[src/rtl/fifo_arb_pkg.sv]
// -----------------------------------------------------------------------------
// fifo_arb_pkg
//   Shared types and helpers for the FIFO write-port arbiter.
//   - arb_state_e : arbiter FSM states (IDLE, WRITE, ACK)
//   - rr_pick_t   : result of a round-robin search (found flag + index)
//   - rr_pick()   : round-robin search over up to MAX_REQ request bits
// -----------------------------------------------------------------------------
package fifo_arb_pkg;

    typedef enum logic [1:0] {
        IDLE  = 2'd0,
        WRITE = 2'd1,
        ACK   = 2'd2
    } arb_state_e;

    // Upper bound on the number of requesters the helper can handle.
    localparam int MAX_REQ = 8;
    localparam int MAX_IDW = 3;

    typedef struct packed {
        logic               found;
        logic [MAX_IDW-1:0] idx;
    } rr_pick_t;

    // Search starts at ptr+1 (mod num_req) and wraps, so ptr itself is
    // visited last. With exclude_en set, exclude_id is never chosen.
    function automatic rr_pick_t rr_pick(
        input logic [MAX_REQ-1:0] req,
        input logic [MAX_IDW-1:0] ptr,
        input logic               exclude_en,
        input logic [MAX_IDW-1:0] exclude_id,
        input int                 num_req
    );
        rr_pick_t res;
        int       idx;
        res = '0;
        for (int k = 1; k <= MAX_REQ; k++) begin
            if (k <= num_req && !res.found) begin
                idx = (int'(ptr) + k) % num_req;
                if (req[idx[MAX_IDW-1:0]] &&
                    !(exclude_en && (idx[MAX_IDW-1:0] == exclude_id))) begin
                    res.found = 1'b1;
                    res.idx   = idx[MAX_IDW-1:0];
                end
            end
        end
        return res;
    endfunction

endpackage

[src/rtl/fifo_rr_pick.sv]
// -----------------------------------------------------------------------------
// fifo_rr_pick
//   Combinational round-robin picker.
//   Ports:
//     req_i        : request vector
//     ptr_i        : last-served index; search begins at ptr_i+1
//     excl_en_i    : when set, excl_id_i is not eligible
//     excl_id_i    : index to exclude
//     found_o      : at least one eligible request
//     idx_o        : winning index (valid when found_o)
// -----------------------------------------------------------------------------
module fifo_rr_pick
    import fifo_arb_pkg::*;
#(
    parameter int NUM_REQ = 4
) (
    input  logic [NUM_REQ-1:0]         req_i,
    input  logic [$clog2(NUM_REQ)-1:0] ptr_i,
    input  logic                       excl_en_i,
    input  logic [$clog2(NUM_REQ)-1:0] excl_id_i,
    output logic                       found_o,
    output logic [$clog2(NUM_REQ)-1:0] idx_o
);

    localparam int IDW = $clog2(NUM_REQ);

    rr_pick_t pick;

    always_comb begin
        pick    = rr_pick(MAX_REQ'(req_i), MAX_IDW'(ptr_i), excl_en_i,
                          MAX_IDW'(excl_id_i), NUM_REQ);
        found_o = pick.found;
        idx_o   = IDW'(pick.idx);
    end

endmodule

[src/rtl/fifo_wr_arbiter.sv]
// -----------------------------------------------------------------------------
// fifo_wr_arbiter
//   Round-robin arbiter sharing one FIFO write port among NUM_REQ producers.
//   Ports:
//     clk, rst_n     : clock (rising edge), async active-low reset
//     req            : per-producer request, held until its done pulse
//     req_data       : packed words, slice i = [i*FIFO_WIDTH +: FIFO_WIDTH]
//     fifo_full      : FIFO full flag (gates issue)
//     fifo_wr_ack    : FIFO registered write acknowledge
//     fifo_overflow  : FIFO registered overflow flag
//     wr_en, data_in : registered FIFO write strobe and data
//     done           : one-hot, one-cycle commit pulse per requester
//     busy           : high while in WRITE or ACK
//     cur_id         : requester currently being served
//     retry_cnt      : saturating count of rejected writes
//
//   Handshake: a producer raises req[i] with stable req_data slice i and
//   holds both until done[i] pulses; done[i] means the FIFO accepted the word.
//   Toward the FIFO, wr_en is a single-cycle strobe and the result is read
//   from fifo_wr_ack / fifo_overflow one cycle later (ACK state).
// -----------------------------------------------------------------------------
module fifo_wr_arbiter
    import fifo_arb_pkg::*;
#(
    parameter int FIFO_WIDTH = 16,
    parameter int NUM_REQ    = 4,
    parameter int RETRY_W    = 8
) (
    input  logic                          clk,
    input  logic                          rst_n,
    input  logic [NUM_REQ-1:0]            req,
    input  logic [NUM_REQ*FIFO_WIDTH-1:0] req_data,
    input  logic                          fifo_full,
    input  logic                          fifo_wr_ack,
    input  logic                          fifo_overflow,
    output logic                          wr_en,
    output logic [FIFO_WIDTH-1:0]         data_in,
    output logic [NUM_REQ-1:0]            done,
    output logic                          busy,
    output logic [$clog2(NUM_REQ)-1:0]    cur_id,
    output logic [RETRY_W-1:0]            retry_cnt
);

    localparam int IDW = $clog2(NUM_REQ);

    arb_state_e          state_q;
    logic                wr_en_q;
    logic [FIFO_WIDTH-1:0] data_q;
    logic [NUM_REQ-1:0]  done_q;
    logic                busy_q;
    logic [IDW-1:0]      cur_id_q;
    logic [IDW-1:0]      rr_ptr_q;
    logic [RETRY_W-1:0]  retry_q;
    // Set when a rejected write is waiting in ACK for the FIFO to drain;
    // keeps the retry counter from incrementing once per stalled cycle.
    logic                retry_pend_q;

    logic                pick_found;
    logic [IDW-1:0]      pick_idx;
    logic [IDW-1:0]      pick_ptr_d;
    logic                pick_excl_d;

    // In ACK the commit makes cur_id the new pointer, and cur_id must not be
    // picked again because its req is still visible this cycle.
    always_comb begin
        pick_ptr_d  = rr_ptr_q;
        pick_excl_d = 1'b0;
        if (state_q == ACK) begin
            pick_ptr_d  = cur_id_q;
            pick_excl_d = 1'b1;
        end
    end

    fifo_rr_pick #(
        .NUM_REQ (NUM_REQ)
    ) u_pick (
        .req_i     (req),
        .ptr_i     (pick_ptr_d),
        .excl_en_i (pick_excl_d),
        .excl_id_i (cur_id_q),
        .found_o   (pick_found),
        .idx_o     (pick_idx)
    );

    always_ff @(posedge clk or negedge rst_n) begin
        if (!rst_n) begin
            state_q      <= IDLE;
            wr_en_q      <= 1'b0;
            data_q       <= '0;
            done_q       <= '0;
            busy_q       <= 1'b0;
            cur_id_q     <= '0;
            rr_ptr_q     <= IDW'(NUM_REQ - 1);
            retry_q      <= '0;
            retry_pend_q <= 1'b0;
        end else begin
            done_q <= '0;
            case (state_q)
                IDLE: begin
                    if (pick_found && !fifo_full) begin
                        cur_id_q <= pick_idx;
                        data_q   <= req_data[int'(pick_idx)*FIFO_WIDTH +: FIFO_WIDTH];
                        wr_en_q  <= 1'b1;
                        busy_q   <= 1'b1;
                        state_q  <= WRITE;
                    end else begin
                        wr_en_q  <= 1'b0;
                    end
                end

                WRITE: begin
                    wr_en_q      <= 1'b0;
                    retry_pend_q <= 1'b0;
                    state_q      <= ACK;
                end

                ACK: begin
                    if (retry_pend_q) begin
                        // Retry owns the port until it is re-issued.
                        if (!fifo_full) begin
                            wr_en_q      <= 1'b1;
                            retry_pend_q <= 1'b0;
                            state_q      <= WRITE;
                        end
                    end else if (fifo_wr_ack && !fifo_overflow) begin
                        done_q[cur_id_q] <= 1'b1;
                        rr_ptr_q         <= cur_id_q;
                        if (pick_found && !fifo_full) begin
                            cur_id_q <= pick_idx;
                            data_q   <= req_data[int'(pick_idx)*FIFO_WIDTH +: FIFO_WIDTH];
                            wr_en_q  <= 1'b1;
                            state_q  <= WRITE;
                        end else begin
                            busy_q   <= 1'b0;
                            state_q  <= IDLE;
                        end
                    end else begin
                        if (retry_q != '1) begin
                            retry_q <= retry_q + 1'b1;
                        end
                        if (!fifo_full) begin
                            wr_en_q <= 1'b1;
                            state_q <= WRITE;
                        end else begin
                            retry_pend_q <= 1'b1;
                        end
                    end
                end

                default: begin
                    wr_en_q <= 1'b0;
                    busy_q  <= 1'b0;
                    state_q <= IDLE;
                end
            endcase
        end
    end

    assign wr_en     = wr_en_q;
    assign data_in   = data_q;
    assign done      = done_q;
    assign busy      = busy_q;
    assign cur_id    = cur_id_q;
    assign retry_cnt = retry_q;

endmodule

[config.mk]
export PLATFORM = sky130hd
export DESIGN_NAME = fifo_wr_arbiter
export DESIGN_NICKNAME = d
export VERILOG_FILES = /design/src/rtl/fifo_arb_pkg.sv /design/src/rtl/fifo_rr_pick.sv /design/src/rtl/fifo_wr_arbiter.sv
export SDC_FILE = /design/constraint.sdc
export NUM_CORES = 1
export LEC_CHECK = 0
export BUFFER_PORTS_ARGS = -buffer_cell sky130_fd_sc_hd__clkbuf_2
export CAP_MARGIN = 0
export CORE_MARGIN = 1
export CORE_UTILIZATION = 51
export CTS_CLUSTER_SIZE = 10
export DETAILED_ROUTE_END_ITERATION = 16
export GPL_ROUTABILITY_DRIVEN = 0
export MAX_ROUTING_LAYER = met4
export PLACE_DENSITY = 0.95
export SLEW_MARGIN = 20
export SYNTH_ARGS = -nofsm -noshare
export SYNTH_HDL_FRONTEND = slang
export SYNTH_SLANG_ARGS = --single-unit
export TNS_END_PERCENT = 5
[constraint.sdc]
create_clock -name clk -period 8.2 [get_ports clk]
set_input_delay 0.41 -clock clk [delete_from_list [all_inputs] [get_ports clk]]
set_output_delay 0.41 -clock clk [all_outputs]
set_load 0.02 [all_outputs]
## Word level (Yosys, flattened, before mapping)

Cells that the tools add are included.

- Register bits: 37
- Bits of input ports: 73
- Output and inout port bits: 32

- Add/sub/neg operators: 5
- Equal/unequal tests: 12
- Reductions and logical operators: 28
- Bitwise gates (word level): 7
- Magnitude comparators: 6
- Shift-type cells: 1
- Muxes and demuxes: 50

Operator list:

| operator | count |
|---|---|
| $shiftx A64 B7 Y16 | 1 |
| $mux W16 | 3 |
| $mux W4 | 10 |
| $pmux W16 S2 | 1 |
| $mux W1 | 18 |
| $lt A3 B4 Y1 const B | 4 |
| $mux W2 | 8 |
| $bmux W1 S3 | 4 |
| $eq A3 B2 Y1 | 4 |
| $logic_and A1 B1 Y1 | 11 |
| $add A8 B1 Y8 const B | 1 |
| $ne A8 B8 Y1 const B | 1 |
| $reduce_or A2 Y1 | 4 |
| $logic_not A1 Y1 | 6 |
| $ne A2 B2 Y1 const B | 3 |
| $pmux W2 S3 | 1 |
| $reduce_and A3 Y1 | 2 |
| $reduce_and A5 Y1 | 1 |
| $add A2 B1 Y2 const B | 2 |
| $add A2 B2 Y2 const B | 2 |
| $and A1 B1 Y1 const A | 4 |
| $ne A4 B3 Y1 const B | 1 |
| $pmux W1 S2 | 2 |
| $pmux W2 S2 | 1 |
| 11 further kinds | 14 |

## Depth between registers and ports, before layout

Gate-level depths: netlist of run 1.

- Depth after elaboration: 21
- Gate-level depth with buffers: 14

## Hierarchy

A second synthesis of run 1 with hierarchy kept.

- Cells, all modules: 197
- Area, all modules: 2439.8 sq um

Modules (own cells, without submodules):

| module | sequential area each (sq um) | area an instance (sq um) | times used | cells an instance |
|---|---|---|---|---|
| fifo_wr_arbiter | 928.4 | 2163.3 | 1 | 159 |
| fifo_rr_pick | 0.0 | 276.5 | 1 | 38 |

## Least setup slack after synthesis of run 1

No wires, ideal clock.

- Kind: register to register
- Start point: reg state_q[0]
- End point: reg data_q[10] (netlist: data_in[10])
- Cell stages (with the launch flop): 14
- Library setup time: 137 ps
- Buffers on the path: 4
- Setup slack: 5398 ps
- Required time: 8063 ps
- Data arrival time: 2665 ps
- Cells stage by stage: dfrtp_1 > inv_1 > ha_1 > buf_6 > mux2_4 > a21o_1 > and3_1 > a311o_1 > buf_6 > nor2b_4 > buf_6 > buf_8 > a222oi_1 > a21oi_1

- Word-level cells in the longest chain between the ends: 21
- Elaborated cells on any way between the ends: 57

RTL lines:

| what | line | RTL |
|---|---|---|
| from (decl) | fifo_wr_arbiter.sv:46 | `arb_state_e state_q;` |
| from (signal assigned) | fifo_wr_arbiter.sv:87 | `state_q <= IDLE;` |
| from (signal assigned) | fifo_wr_arbiter.sv:105 | `state_q <= WRITE;` |
| from (signal assigned) | fifo_wr_arbiter.sv:114 | `state_q <= ACK;` |
| branches (longest 21 deep; another with $add A2 B1 Y2) | -- |  |
| to (signal assigned) | fifo_wr_arbiter.sv:102 | `data_q <= req_data[int'(pick_idx)*FIFO_WIDTH +: FIFO_WIDTH];` |
| to (signal assigned) | fifo_wr_arbiter.sv:130 | `data_q <= req_data[int'(pick_idx)*FIFO_WIDTH +: FIFO_WIDTH];` |
| to (decl) | fifo_wr_arbiter.sv:48 | `logic [FIFO_WIDTH-1:0] data_q;` |

Several ways; the timed one is not identified. The select of a mux whose other input is x is not followed.
A chain may end at the register's enable or synchronous reset.

## Final worst setup path of run 1

- Start point: reg state_q[0]
- End point: reg data_q[3] (netlist: data_in[3])

The elaborated chain is that of the path after synthesis.

==> key figures, run 1 <==
Status
  – Outcome: finished clean

CTS
  – CTS tree: done
  – Clock sinks: 37
  – Worst skew pair latency: ~290 ps
  – Clock-pin slew on the worst setup and hold paths: around 80 ps
  – H-Tree Depth: 2
  – Post-CTS setup buffers: 0
  – CTS Buffer Depth: 2
  – Hold buffers post-CTS: 0
  – Clock buffer count from CTS: 5
  – Clk Tree Root Cell: clkbuf_8
  – Cts repair resizes: 0

Die
  – Io pins: between 100 and 150
  – CORE AREA: a little over 4000 µm²
  – Initial core utilization: a little under three fifths
  – Die Area: 4750 µm²
  – DIE HEIGHT: about 69 µm
  – Die Wd: about 69 µm
  – Standard-cell row count: 23

Final layout
  – FF+latch area: roughly 930 µm²
  – Final std cells w/o fill: 381
  – Nets: just over 400
  – Area Growth Syn to Fin: 24.6%
  – Share of cells above drive strength 1: slightly above 40%
  – Antenna diode count: 0
  – Post-layout util: around 69%
  – # fillers: around 330
  – Footprint of the multi-input gates: around 1200 µm²

STA
  – Max Fclk: between 200 and 250 MHz
  – Unrepaired setup endpoints after global routing: no
  – Worst clock skew: 8.25 ps
  – Final Setup Violations: 0
  – Final max-slew violation count: 0
  – Post-Route Setup TNS: 0 ps
  – Worst slew pin tran: a little over 900 ps
  – Worst relative slew slack: around 38%
  – Post-layout min period: 4190 ps
  – Final Hold Fails: 0
  – Final period utilization: between 50% and 60%

Pwr
  – Worst vdd ir: 251 µV
  – P per Cell Area: roughly 390 nW/µm²
  – Int Power: a little under 0.6 mW
  – Leakage: around 1.4 nW
  – Seq pwr share: around 30%
  – Clk network pwr share: between 10% and 20%
  – Logic pwr share: 58.5%
  – Sw Share: 46.8%
  – NetSw: roughly 0.52 mW

Setup path
  – Critical Path Sink Type: register
  – Worst-path fanout max: 19
  – FF-to-FF End: data_in[3]
  – CP Class: reg2reg
  – Register-to-register setup slack: 4010 ps
  – Worst r2r src: state_q[0]
  – Worst EP arrival: 4400 ps
  – Worst Setup Start Kind: register
  – Worst EP required: ~8400 ps
  – R2R depth: 9
  – Worst Setup SP: state_q[0]

GRT
  – Initial antenna violation count: 0
  – Vias in the first global route: roughly 2200
  – Largest net degree at the start of global routing: 38
  – GRT Util Overall: between 20% and 30%
  – First-pass GRT wire length: just under 10 mm
  – Remaining global-route overflow: 0

Routing
  – Drt pass-1 iters: 7
  – Via count: around 2300
  – Routed Wire Length: ~6.6 mm
  – Post-route DRC violation count: 0
  – Final antenna-violating net count: 0
  – Vias/cell: 6.00
  – 1st-iter DRT viols: roughly 240
  – Avg WL per Cell: roughly 17 µm

Synth
  – Yosys cell types: 44
  – Avg Inst Size Synth: roughly 9.7 µm²
  – Post-synthesis sequential area ratio: 40.6%
  – Ys Warns: 0
  – Number of synthesized flops with an enable pin: 0
  – Syn Std Cell Area: between 2000 and 2500 µm²
  – FF+latch count, synth: 37
  – Cells after Synth: 236
  – Fraction of registers with async set/reset: 100%
  – Post-synth top flop: dfrtp_1
  – Mapped Nets: roughly 310

Run
  – Max Cap Viol: 0

Placement
  – Final HPWL DP: 4.65 mm
  – Port bufs: ~100
  – Placed Instances: ~370

Min path
  – Hold crit path type: in2async
==> metal layers <==
| layer | global-route usage [%] | wire, µm | up-vias |
|---|---|---|---|
| met5 | - | 0 | - |
| met4 | 14.3 | 200 | 0 |
| met3 | 8.39 | 460 | 28 |
| met2 | 46.8 | 3420 | 141 |
| met1 | 32.5 | 2550 | 1069 |
| li1 | - | - | 1048 |
==> Yosys cell counts, types with 2 or more instances <==
| master | n | area share (%) |
|---|---|---|
| ha_1 | 5 | 2.7 |
| a21boi_1 | 2 | 0.66 |
| a22oi_1 | 2 | 0.66 |
| xnor2_1 | 6 | 2.3 |
| dfstp_2 | 2 | 2.3 |
| inv_1 | 5 | 0.82 |
| o21ai_1 | 3 | 0.66 |
| nand2b_1 | 3 | 0.82 |
| mux2_2 | 16 | 7.9 |
| clkbuf_1 | 9 | 1.5 |
| nor2b_1 | 2 | 0.55 |
| mux2i_1 | 6 | 2.6 |
| dfrtp_1 | 35 | 38 |
| and3_1 | 3 | 0.82 |
| buf_2 | 3 | 0.66 |
| a222oi_1 | 16 | 7.0 |
| or2_2 | 2 | 0.55 |
| nand2_1 | 19 | 3.1 |
| buf_6 | 5 | 2.5 |
| o21ai_0 | 5 | 1.1 |
| a21o_1 | 2 | 0.66 |
| a311o_1 | 2 | 0.88 |
| a21oi_1 | 23 | 5.0 |
| nand3_1 | 5 | 1.1 |
| nor3_1 | 3 | 0.66 |
| nor2_1 | 31 | 5.1 |
| xor2_1 | 3 | 1.1 |
| o22ai_1 | 2 | 0.55 |
==> worst max-delay path: stages (launching register included) <==
cell	delay, ps
dfrtp_1	450
inv_1	110
ha_1	510
mux2i_1	810
nor3b_2	390
o21ai_1	150
a22o_1	510
nor3_4	740
a222oi_1	210
a21oi_1	220
==> area by class of cell <==
type / instances / area share, %
well taps: 50 / 2.20
repair buffers: 105 / 18.5
multi-input cells: 176 / 42.9
flip-flops and latches: 37 / 32.6
inverters: 5 / 0.659
clock buffers: 8 / 3.16
==> power groups by stage <==
stage | Combinational (mW) | Sequential [mW] | Clock [mW]
after floorplan | 0.448 | 0.391 | 0
after global placement | 0.612 | 0.328 | 0
after detailed placement | 0.640 | 0.331 | 0
after CTS | 0.647 | 0.330 | 0.134
after global routing | 0.706 | 0.342 | 0.142
final | 0.655 | 0.332 | 0.133
==> worst max path at each step <==
stage                  end  slack, ps  cells after the start
2_1_floorplan  data_in[10]       5400                     13
3_3_place_gp   data_in[12]       4500                      9
3_5_place_dp    data_in[6]       4200                      9
4_1_cts        data_in[14]       4170                      9
5_1_grt        data_in[14]       3810                      9
6_report        data_in[3]       4010                      9
==> stage by stage <==
stage          hold slack [ps]  instance area [µm²]  power [mW]  worst slack, ps
5_1_grt                    329                 2850        1.19             3810
3_5_place_dp               482                 2760       0.971             4200
2_1_floorplan              114                 2290       0.839             5400
3_3_place_gp               479                 2760       0.940             4500
6_report                   247                 2850        1.12             4010
4_1_cts                    284                 2850        1.11             4170
==> layout by cell type, fill, tap and decap left out, drive strengths merged, types with 6 or more instances in the layout <==
cell type and n:
clkbuf 112, dfrtp 35, nor2 31, a21oi 23, nand2 19, mux2 18
a222oi 16, o21ai 8, mux2i 6, xnor2 6
==> sequential cells by signal, indices dropped and copies added, names as in the netlist <==
signal / flops
busy: 1
cur_id: 2
data_in: 16
done: 4
retry_cnt: 8
retry_pend_q: 1
rr_ptr_q: 2
state_q: 2
wr_en: 1
==> logic make-up after synthesis <==
group / after synthesis / synth area share, %
buffers and inverters: 23 / 6.07
AOI/OAI and AO/OA: 63 / 19.6
muxes: 24 / 11.7
DFF: 37 / 40.6
xor gates and xnor gates: 9 / 3.45
and+or+nand+nor: 75 / 15.9
adders and majority gates: 5 / 2.74
(Power assumes the default switching activity.)
==> inputs of run 2 (changes only) <==
- CORE_UTILIZATION: 51 -> 47
- PLACE_DENSITY: 0.95 -> 0.9
- clock period: 8.2 -> 4 ns (I/O delays scaled with it)
==> run 2 against run 1 <==
Against the previous run:
- critical path depth rose by 1
- via count rose by 0.61%
- global-route usage decreased by 3.6 points
- final cell count is 1.8% higher
- maximum frequency rose by 16%
- register-to-register slack worse by 3600 ps
- clock power rose to 2.9 times the previous value
- critical path type unchanged
==> key figures, run 2 (synthesis gave the netlist of run 1 again) <==
STA
  – Worst slew pin tran: 906 ps (-28.7 ps)
  – Final period utilization: 90.0% (+39 points)
  – Post-layout min period: 3600 ps (-586 ps)
  – Final worst slack: 400 ps (-3610 ps)
  – Final Setup Violations: 0 (unchanged)
  – Min Hold Slack: 21.8 ps (-225 ps)
  – Max Fclk: 278 MHz (+16%)
  – Unrepaired setup endpoints after global routing: no
  – Worst clock skew: 2.81 ps (-5.44 ps)
  – Final max-slew violation count: 0 (unchanged)
  – Final Hold Fails: 0 (unchanged)
  – Worst relative slew slack: 39.6% (+1.9 points)
  – Post-Route Setup TNS: 0 ps (unchanged)

Routing
  – 1st-iter DRT viols: 323 (+33%)
  – Vias/cell: 5.93 (-1.2%)
  – Drt pass-1 iters: 7 (unchanged)
  – Post-route DRC violation count: 0 (unchanged)
  – Via count: 2300 (+0.61%)
  – Routed Wire Length: 6.11 mm (-7.9%)
  – Avg WL per Cell: 15.8 µm (-9.6%)
  – Final antenna-violating net count: 0 (unchanged)

Final layout
  – Share of cells above drive strength 1: 42.5% (+1.1 points)
  – Commonest non-fill, non-tap cell in the layout: clkbuf_2
  – # fillers: 371 (+13%)
  – Area Growth Syn to Fin: 27.8%
  – Antenna diode count: 0 (unchanged)
  – Nets: 411 (+0.74%)
  – Max reg flops: 16 (unchanged)
  – Most frequent cells in the layout: 104 x clkbuf_2, 35 x dfrtp_1, 31 x nor2_1, 23 x a21oi_1, 19 x nand2_1

GRT
  – Remaining global-route overflow: 0 (unchanged)
  – GRT Util Overall: 25.3% (-3.6 points)
  – Initial antenna violation count: 0 (unchanged)
  – Vias in the first global route: 2189 (-0.91%)
  – Grt met1 use: 31.4% (-1.1 points)
  – Met2 Track Usage GR: 38.4% (-8.5 points)
  – Met3 Use GR: 7.31% (-1.1 points)
  – Grt peak-use layer: met2
  – Largest net degree at the start of global routing: 38 (unchanged)
  – First-pass GRT wire length: 9.84 mm (+0.21%)

Pwr
  – Overall power: 2.41 mW (+120%)
  – Leakage: 1.46 nW (+2.6%)
  – P per Cell Area: 825 nW/µm² (+110%)
  – Worst vdd ir: 449 µV (+79%)

CTS
  – CTS tree: done
  – H-Tree Depth: 2 (unchanged)
  – Clock-pin slew on the worst setup and hold paths: 80 ps (about the same)
  – Clock sinks: 37 (unchanged)
  – Clock buffer count from CTS: 5 (unchanged)
  – Hold buffers post-CTS: 0 (unchanged)
  – CTS Buffer Depth: 2 (unchanged)
  – Clk Tree Root Cell: clkbuf_8
  – Post-CTS setup buffers: 0 (unchanged)
  – Worst skew pair latency: 290 ps (about the same)
  – Cts repair resizes: 0 (unchanged)

Setup path
  – Crit-path cells: inv_1, ha_1, mux2i_1, buf_4, mux2i_1, a22oi_1, a311o_1, nor2b_4, a222oi_1, a21oi_1
  – CP Class: reg2reg
  – R2R depth: 10 (+1)
  – FF-to-FF End: data_in[7]
  – Buf/Inv on CP: 2 (+1)
  – Max incr delay on CP: 780 ps (-30 ps)
  – Worst r2r src: state_q[0]
  – Worst path top cell family by delay: compound AO/OA/AOI/OAI gates
  – Critical path's slowest cell: a311o_1
  – Critical Path Sink Type: register
  – Worst EP arrival: 3810 ps (-590 ps)
  – CP most frequent cell: mux2i_1
  – Worst-path fanout max: 18 (-1)
  – Worst Setup Start Kind: register
  – Register-to-register setup slack: 400 ps (-3610 ps)
  – Worst EP required: 4210 ps (-4200 ps)

Die
  – Die Area: 5150 µm² (+8.3%)
  – Io pins: 105 (unchanged)
  – Die Wd: 71.7 µm (+4.0%)
  – DIE HEIGHT: 71.7 µm (+4.0%)
  – CORE AREA: 4690 µm² (+13%)
  – Initial core utilization: 48.7% (-6.4 points)
  – Standard-cell row count: 25 (+8.7%)

Run
  – Max Cap Viol: 0 (unchanged)

Placement
  – Final HPWL DP: 4.29 mm (-7.8%)
  – Port bufs: 104 (unchanged)
  – Post-place setup slack: 439 ps (-3760 ps)

Min path
  – Hold crit path type: in2async

Status
  – Outcome: finished clean
run 2: cell type report:
cell class,instances,area [µm²],area share [%]
clock buffers,5,68.8,2.36
clock inverters,3,65.1,2.23
inverters,5,18.8,0.643
multi-input cells,176,1220,41.8
flip-flops and latches,37,928,31.8
well taps,54,67.6,2.31
repair buffers,108,551,18.9
run 2: routing by layer:
| layer | up-vias | share of wire, % |
|---|---|---|
| met2 | 117 | 50 |
| li1 | 1057 | - |
| met4 | 0 | 2.4 |
| met5 | - | 0 |
| met3 | 21 | 6.6 |
| met1 | 1105 | 41 |
run 2: metrics by stage:
step / utilization [%] / area, µm² / cells
global route: 62.2 / 2920 / 388
global placement: 59.4 / 2790 / 380
CTS: 62.2 / 2920 / 388
floorplan: - / 2290 / 236
finish: 62.2 / 2920 / 388
detailed placement: 59.4 / 2790 / 380
run 2: how the worst max path moves through the flow:
stage | start | to | slack [ps] | cells past startpoint
finish | state_q[0] | data_in[7] | 400 | 10
global route | state_q[0] | data_in[0] | 60 | 9
CTS | state_q[0] | data_in[7] | 420 | 10
detailed placement | state_q[0] | data_in[7] | 440 | 10
global placement | state_q[0] | data_in[12] | 670 | 10
floorplan | state_q[0] | data_in[10] | 1200 | 13
run 2: power by group:
group	leakage [nW]	switching, mW	internal, mW
sequential	0.443	0.141	0.536
clock	0.0681	0.144	0.248
combinational	0.948	0.776	0.566
total	1.46	1.06	1.35
